### src/rtl/ex_mem_stage.sv
// ============================================================================
// ex_mem_stage : EX/MEM pipeline register with flag register, branch decision
//                and MEM->EX forwarding detect.          Rev 1.0
// ============================================================================
`default_nettype none

module ex_mem_stage #(
  parameter int WIDTH = 64,
  parameter int RW    = 5
) (
  input  logic             clk,
  input  logic             reset,
  input  logic             stall,
  input  logic             flush,
  input  logic             in_valid,
  input  logic [WIDTH-1:0] alu_result,
  input  logic             alu_negative,
  input  logic             alu_zero,
  input  logic             alu_overflow,
  input  logic             alu_carry_out,
  input  logic             set_flags,
  input  logic [WIDTH-1:0] store_data,
  input  logic [RW-1:0]    rd,
  input  logic             reg_write,
  input  logic             mem_read,
  input  logic             mem_write,
  input  logic             is_blt,
  input  logic             is_cbz,
  input  logic [RW-1:0]    rs_a,
  input  logic [RW-1:0]    rs_b,
  output logic             out_valid,
  output logic [WIDTH-1:0] out_result,
  output logic [WIDTH-1:0] out_store_data,
  output logic [RW-1:0]    out_rd,
  output logic             out_reg_write,
  output logic             out_mem_read,
  output logic             out_mem_write,
  output logic             flag_n,
  output logic             flag_z,
  output logic             flag_v,
  output logic             flag_c,
  output logic             take_branch,
  output logic             fwd_a,
  output logic             fwd_b
);

  localparam logic [RW-1:0] c_XZR = RW'(31);

  logic             r_valid;
  logic [WIDTH-1:0] r_result;
  logic [WIDTH-1:0] r_store_data;
  logic [RW-1:0]    r_rd;
  logic             r_reg_write;
  logic             r_mem_read;
  logic             r_mem_write;
  logic [3:0]       r_flags;    // {N, Z, V, C}

  logic w_load;
  logic w_mem_writes_reg;

  assign w_load = ~stall & ~flush;

  always_ff @(posedge clk or posedge reset) begin
    if (reset) begin
      r_valid      <= 1'b0;
      r_result     <= '0;
      r_store_data <= '0;
      r_rd         <= '0;
      r_reg_write  <= 1'b0;
      r_mem_read   <= 1'b0;
      r_mem_write  <= 1'b0;
      r_flags      <= 4'b0000;
    end else if (flush) begin
      // Squash only the control side; data fields are don't-care when invalid.
      r_valid     <= 1'b0;
      r_reg_write <= 1'b0;
      r_mem_read  <= 1'b0;
      r_mem_write <= 1'b0;
    end else if (w_load) begin
      r_valid      <= in_valid;
      r_result     <= alu_result;
      r_store_data <= store_data;
      r_rd         <= rd;
      r_reg_write  <= in_valid & reg_write;
      r_mem_read   <= in_valid & mem_read;
      r_mem_write  <= in_valid & mem_write;
      if (in_valid && set_flags) begin
        r_flags <= {alu_negative, alu_zero, alu_overflow, alu_carry_out};
      end
    end
  end

  assign out_valid      = r_valid;
  assign out_result     = r_result;
  assign out_store_data = r_store_data;
  assign out_rd         = r_rd;
  assign out_reg_write  = r_reg_write;
  assign out_mem_read   = r_mem_read;
  assign out_mem_write  = r_mem_write;
  assign flag_n         = r_flags[3];
  assign flag_z         = r_flags[2];
  assign flag_v         = r_flags[1];
  assign flag_c         = r_flags[0];

  // B.LT reads the committed flags, never the flags this instruction produces.
  assign take_branch = in_valid & ~flush &
                       ((is_blt & (r_flags[3] ^ r_flags[1])) | (is_cbz & alu_zero));

  assign w_mem_writes_reg = r_valid & r_reg_write & (r_rd != c_XZR);
  assign fwd_a            = w_mem_writes_reg & (r_rd == rs_a);
  assign fwd_b            = w_mem_writes_reg & (r_rd == rs_b);

endmodule

`default_nettype wire
### config.mk
export PLATFORM = sky130hd
export DESIGN_NAME = ex_mem_stage
export DESIGN_NICKNAME = d
export VERILOG_FILES = /design/src/rtl/ex_mem_stage.sv
export SDC_FILE = /design/constraint.sdc
export NUM_CORES = 1
export LEC_CHECK = 0
export CORE_MARGIN = 2
export CORE_UTILIZATION = 39
export DETAILED_ROUTE_END_ITERATION = 10
export HOLD_SLACK_MARGIN = 0.08
export PLACE_DENSITY = 0.8
export SETUP_SLACK_MARGIN = 0.02
export SYNTH_ARGS = -nofsm -noshare
export SYNTH_HDL_FRONTEND = slang
export SYNTH_SLANG_ARGS = --single-unit
### constraint.sdc
create_clock -name clk -period 6.3 [get_ports clk]
set_input_delay 1.575 -clock clk [delete_from_list [all_inputs] [get_ports clk]]
set_output_delay 1.575 -clock clk [all_outputs]
set_load 0.01 [all_outputs]
Yosys cells after proc, flatten, opt, wreduce, memory -nomap -nowiden
Cells that the tools add are included.
{"block": "op_classes", "eq_ne": 3, "n_mux": 8, "n_bitwise": 16, "reduce_logical": 4}
{"operator": "$and 1x1->1", "count": 12}
{"operator": "$eq 5x5->1", "count": 2}
{"operator": "$mux 1", "count": 8}
{"operator": "$ne 5x5->1 const B", "count": 1}
{"operator": "$reduce_and 3->1", "count": 1}
{"operator": "$not 1->1", "count": 2}
{"operator": "$reduce_and 2->1", "count": 1}
{"operator": "$reduce_bool 2->1", "count": 1}
{"operator": "$logic_and 1x1->1", "count": 1}
{"operator": "$or 1x1->1", "count": 1}
{"operator": "$xor 1x1->1", "count": 1}
{"block": "totals", "register_bits": 141, "inputBits": 158, "output_inout_bits": 144}

Longest topological paths before layout
Gate-level depths: netlist (run 1).
{"block": "logic_depth", "word_depth": 4, "mapped_depth": 4, "depth_no_buf": 3}

Worst setup path before layout (run 1)
Ideal clock, no wire load.
{"block": "synth_path", "path_kind": "in2out", "startpoint": "in rs_a[0]", "endpoint": "out fwd_a", "t_arrival_ns": 2.215, "required_ns": 4.725, "setup_slack_ns": 2.510, "path_stages": 3, "n_path_buf": 0, "cell_sequence": "xnor2_1 nand3_1 nor4_1"}
{"block": "synth_via", "elab_chain_cells": 2}
{"element": "from (decl)", "line_no": "29", "text": "input logic [RW-1:0] rs_a,"}
{"element": "$eq 5x5->1", "line_no": "110", "text": "assign fwd_a = w_mem_writes_reg & (r_rd == rs_a);"}
{"element": "$and 1x1->1", "line_no": "110"}
{"element": "to (decl)", "line_no": "43", "text": "output logic fwd_a,"}
Every way passes these cells.

Worst setup path after layout (run 1)
{"block": "layout_path", "startpoint": "in rs_a[4]", "endpoint": "out fwd_a"}
The elaborated chain is that of the path after synthesis.

==> flow_metrics.tcl, run 1 <==
set metrics [dict create \
    cp.arrival_ps 3170 \
    postCtsSetupRepairBufs 0 \
    slowest_stage "clkdlybuf4s50_1" \
    grt_max_degree 135 \
    start_kind "primary input" \
    ys_top_cells_by_count "dfrtp_1, mux2_4, mux2_2, buf_6" \
    crit_chain "clkdlybuf4s50_1 > xnor2_1 > nand3_1 > nor4_1 > clkdlybuf4s50_1" \
    core_um2 14400 \
    dp_hpwl_mm 11.2 \
    synth.distinct_cells 19 \
    r2r_end "out_rd[4]" \
    synthArstFlopShare_pct 100 \
    r2r_slack_ps 5410 \
    vias 3936 \
    synthTopCellsByArea "dfrtp_1, mux2_4, mux2_2" \
    postSynthAreaPerCell_um2 17.5 \
    synth_cells 325 \
    switching_share_pct 23.4 \
    p_leak_nw 4.03 \
    synth-seq-cells 141 \
    dieWidth_um 125 \
    fin_crit_sh_pct 75.3 \
    start_util_pct 39.5 \
    cpMostUsedCell "clkdlybuf4s50_1" \
    drc_errors 0 \
    finalHoldViolations 0 \
    drt-total-wl_mm 15.4 \
    drive_above_1_share_pct 26.5 \
    root_buffer "clkbuf_16" \
    max_stage_delay_ps 580 \
    vias_per_cell 4.75 \
    clk_latency_ps 400 \
    numCtsBuffers 17 \
    cp-end-kind "output pin" \
    period_needed_ps 4750 \
    grt_remaining_overflow 0 \
    antenna_left 0 \
    p_sw_w 0.000685 \
    ir_worst_vdd_uv 177 \
    io_buffers 301 \
    grt_pass1_wl_mm 24.0 \
    cts.clk_slew.worst_paths_ps 60 \
    clock_skew_ps 0 \
    drt_iter0_markers 116 \
    slew_headroom_pct 33.6 \
    cp.buffers_inverters 2 \
    dp.cells 797 \
    hold_buffers 0 \
    die-area_um2 15600 \
    final_max_slew_viol_count 0 \
    place_congestion 0.891 \
    max_freq_mhz 211 \
    rsz0062_at_grt "false" \
    stdcell_count 829 \
    track_usage_pct 19.9 \
    clock_power_share_pct 37.6 \
    cpLargestDelayFamily "buffers and inverters" \
    cts_tree "built" \
    cp.required_ps 4720 \
    cap_violations 0 \
    seqPwrFrac_pct 38.4 \
    combPwrFrac_pct 23.9 \
    synth_fp_nets 483 \
    status "complete, no violations" \
    cp-startpoint "rs_a[4]" \
    synthDominantCellAreaShare_pct 61.9 \
    reg2reg_from "out_rd[4]" \
    fin_util_pct 65.9 \
    grt_pass1_vias 4382 \
    num_rows 44 \
    hp-class "flip-flop to flip-flop" \
    cts_sinks 141 \
    synth_ff_type "dfrtp_1" \
    die_y_um 125 \
    worstSetupPathType "primary input to output pin" \
    grt_antenna_before_repair 0 \
    dr.pass1.iters 4 \
    ys_warn_count 0 \
    worst_slew_pin_slew_ps 997 \
    cts_buffer_depth 2 \
    areaGrowthSynthToFinish_pct 66.7 \
    num-nets-final 790 \
    path_max_fanout 1 \
    tns_ps 0 \
    finalSetupViolations 0 \
    htree_levels 4 \
    internal_power_w 0.00224 \
    hold-path-endpoint "out_store_data[4]" \
    post_cts_resized 0 \
    diodes 0 \
    yosys.area.top_type "dfrtp_1" \
    hold_depth 1 \
    p_per_area_nw_per_um2 308 \
    total_power_w 0.00293 \
    io_pins 302 \
    cp.depth 5 \
    synth_most_common_cell "dfrtp_1" \
    synth_area_um2 5700 \
    synth_edf_count 0 \
    ys_seq_area_share_pct 61.9 \
    reg2regPathDepth 1 \
    wl_per_cell_um 18.6 \
    min_from "out_store_data[4]" \
]
==> cells by family after synthesis <==
logic type                count (synthesis)  synth area share, %
DFF                                     141                 61.9
muxes                                   137                 31.9
buffers and inverters                    16                 2.37
and+or+nand+nor                          14                 1.36
xor gates and xnor gates                 11                 1.69
AOI/OAI and AO/OA                         6                0.746
==> metal layers <==
layer  GRT usage, %  part of all wire, %  vias up
met1           21.2                   36     1957
met3           7.17                  7.5       37
met2           35.3                   53      188
met5              0                    0        -
li1               -                    -     1754
met4           9.28                  3.2        0
==> power by group through the flow <==
| stage | combinational, W | sequential (W) | clock [W] |
|---|---|---|---|
| final | 0.000701 | 0.00112 | 0.00110 |
| after global routing | 0.000738 | 0.00114 | 0.00117 |
| after CTS | 0.000709 | 0.00113 | 0.00113 |
| after detailed placement | 0.000707 | 0.00114 | 0 |
| after global placement | 0.000694 | 0.00113 | 0 |
| after floorplan | 0.000222 | 0.00119 | 0 |
==> cell usage in the layout, fill, tap and decap left out, types with 2 or more instances in the layout <==
cell,count
clkbuf_16,17
nand3_1,3
clkinvlp_4,2
nor2_1,4
dfrtp_1,141
inv_6,2
clkdlybuf4s50_1,301
bufinv_16,5
xnor2_1,6
nor4_1,2
mux2_4,74
xor2_1,5
clkbuf_8,3
a22oi_1,4
clkinv_2,2
clkbuf_1,2
mux2_2,63
==> how the worst max path moves through the flow <==
stage	slack, ps	end
global placement	1510	fwd_a
CTS	1520	fwd_a
finish	1550	fwd_a
detailed placement	1520	fwd_a
floorplan	940	out_mem_read
global route	1490	fwd_a
==> flip-flops by register name (all words and copies together) (netlist names) <==
name and cells:
out_reg_write 1, out_mem_write 1, out_result 64, out_store_data 64, out_rd 5, out_valid 1
r_flags 4, out_mem_read 1
==> cell type report <==
class | instances | area [µm²]
flip-flops and latches | 141 | 3530
clock buffers | 22 | 474
clock inverters | 10 | 184
fillers | 1028 | 4920
well taps | 184 | 230
repair buffers | 303 | 3040
inverters | 1 | 8.76
multi-input cells | 168 | 2040
==> stage by stage <==
stage / cell area [µm²] / hold slack (ps) / setup slack, ps
2_1_floorplan: 5700 / 551 / 944
3_3_place_gp: 8840 / 491 / 1510
3_5_place_dp: 8840 / 492 / 1520
4_1_cts: 9500 / 508 / 1520
5_1_grt: 9500 / 519 / 1490
6_report: 9500 / 504 / 1550
No activity file was read; power rests on OpenSTA's default activity.
==> run 2, diff against run 1 <==
- CORE_UTILIZATION: 39 -> 36
- PLACE_DENSITY: 0.8 -> 0.77
- clock period: 6.3 -> 4.2 ns (I/O delays scaled with it)
==> run 2 against run 1 <==
Net effect: sequential power increased by 51%; clock-buffer cell count decreased by 2; first-iteration DRC count grew 22%; worst setup slack worse by 960 ps; critical path type unchanged; cell area is 0.75% higher; global-route usage decreased by 2.5 points; total power up 50%; clock skew stayed put; via count down 1.9%; combinational power is 50% higher; cell count grew 3.4%.
==> flow_metrics.tcl, run 2 (synthesized netlist as in run 1, its figures left out) <==
set metrics [dict create \
    clk_latency_ps 410 \
    cp.required_ps 3150 \
    hold_slack_ps 505 \
    die_y_um 130 \
    path_max_fanout 1 \
    crit_chain "clkdlybuf4s50_1 > xnor2_1 > nand3_1 > nor4_1 > clkdlybuf4s50_1" \
    slowest_stage "clkdlybuf4s50_1" \
    wl_per_cell_um 17.5 \
    drc_errors 0 \
    areaGrowthSynthToFinish_pct 68.0 \
    start_kind "primary input" \
    grt_pass1_wl_mm 22.1 \
    core_um2 15300 \
    max_freq_mhz 277 \
    max_stage_delay_ps 580 \
    cp.arrival_ps 2560 \
    fin_crit_sh_pct 86.0 \
    fin_area_um2 9570 \
    place_congestion 0.771 \
    ir_worst_vdd_uv 264 \
    finalSetupViolations 0 \
    track_usage_pct 17.4 \
    numCtsBuffers 17 \
    finalHoldViolations 0 \
    vias_per_cell 4.51 \
    cpMostUsedCell "clkdlybuf4s50_1" \
    grt_antenna_before_repair 0 \
    cp-end-kind "output pin" \
    post_cts_resized 0 \
    dr.pass1.iters 4 \
    diodes 0 \
    dieWidth_um 130 \
    htree_levels 4 \
    cts_tree "built" \
    rsz0062_at_grt "false" \
    final_max_slew_viol_count 0 \
    start_util_pct 37.2 \
    status "complete, no violations" \
    cts_sinks 141 \
    p_leak_nw 4.03 \
    num_rows 45 \
    worst_slew_pin_slew_ps 742 \
    cap_violations 0 \
    io_pins 302 \
    drt_iter0_markers 142 \
    dp_hpwl_mm 11.0 \
    drt-total-wl_mm 15.0 \
    grt_remaining_overflow 0 \
    grt_max_degree 142 \
    dpl_cell_area_um2 8910 \
    period_needed_ps 3610 \
    worstSetupPathType "primary input to output pin" \
    grt_pass1_vias 4153 \
    io_buffers 301 \
    final_common_cell "clkdlybuf4s50_1" \
    num-nets-final 791 \
    postCtsSetupRepairBufs 0 \
    p_per_area_nw_per_um2 460 \
    die-area_um2 16900 \
    hp-class "flip-flop to flip-flop" \
    slew_headroom_pct 50.6 \
    hold_buffers 0 \
    tns_ps 0 \
    vias 3861 \
    layout_common_cells "clkdlybuf4s50_1, dfrtp_1, mux2_4" \
    root_buffer "clkbuf_16" \
    drive_above_1_share_pct 26.8 \
    clock_skew_ps 0 \
    cts_buffer_depth 2 \
    antenna_left 0 \
    cts.clk_slew.worst_paths_ps 50 \
]
run 2: cell types whose count changed in the layout (fill, tap and decap cells not counted), sizes merged:
cell / before / now
inv: 2 / 3
clkbuf: 22 / 20
clkinvlp: 2 / 4
buf: 2 / 3
clkinv: 2 / 1
run 2: cell type report:
type                       count  area, µm²
clock buffer                  20        457
clock inverter                12        208
fill                        1176       5740
inverter                       1       7.51
multi-input combinational    168       2040
sequential                   141       3530
tap                          211        264
timing repair buffer         304       3070
run 2: through the flow:
step	std cells	utilization (%)	total power (W)	worst slack, ps
floorplan	325	-	0.00212	1390
global placement	825	58.2	0.00274	559
detailed placement	825	58.2	0.00276	579
CTS	857	62.5	0.00446	576
global route	857	62.5	0.00459	521
finish	857	62.5	0.00441	590
run 2: power breakdown:
group | total (W) | internal, W | leakage (nW) | switching [W]
sequential | 0.00169 | 0.00156 | 1.66 | 0.000126
clock | 0.00167 | 0.00109 | 0.314 | 0.000580
combinational | 0.00105 | 0.000703 | 2.06 | 0.000344
run 2: worst paths after layout:
kind                                           end      startpoint  depth (start not counted)  slack, ps
worst max register to register           out_rd[4]       out_rd[4]                          1       3320
min in group asynchronous       out_store_data[59]           reset                          3       1190
worst min-delay path                out_result[63]  out_result[63]                          1        500
worst max-delay path                         fwd_a         rs_a[4]                          5        590
worst min register to register      out_result[63]  out_result[63]                          1        500
max in group asynchronous           out_result[55]           reset                          3       2440
run 2: metal layers:
| metal | track usage (%) | up-vias | wire length [µm] |
|---|---|---|---|
| li1 | - | 1755 | - |
| met1 | 19.3 | 1884 | 5680 |
| met2 | 30.1 | 189 | 7670 |
| met3 | 5.41 | 33 | 1100 |
| met4 | 9.04 | 0 | 514 |
| met5 | 0 | - | 0 |
run 2: worst max-delay path, delay by kind of cell:
kind | cells | cell delay [ps]
buffers and inverters | 2 | 1060
and+or+nand+nor | 2 | 340
xor gates and xnor gates | 1 | 110
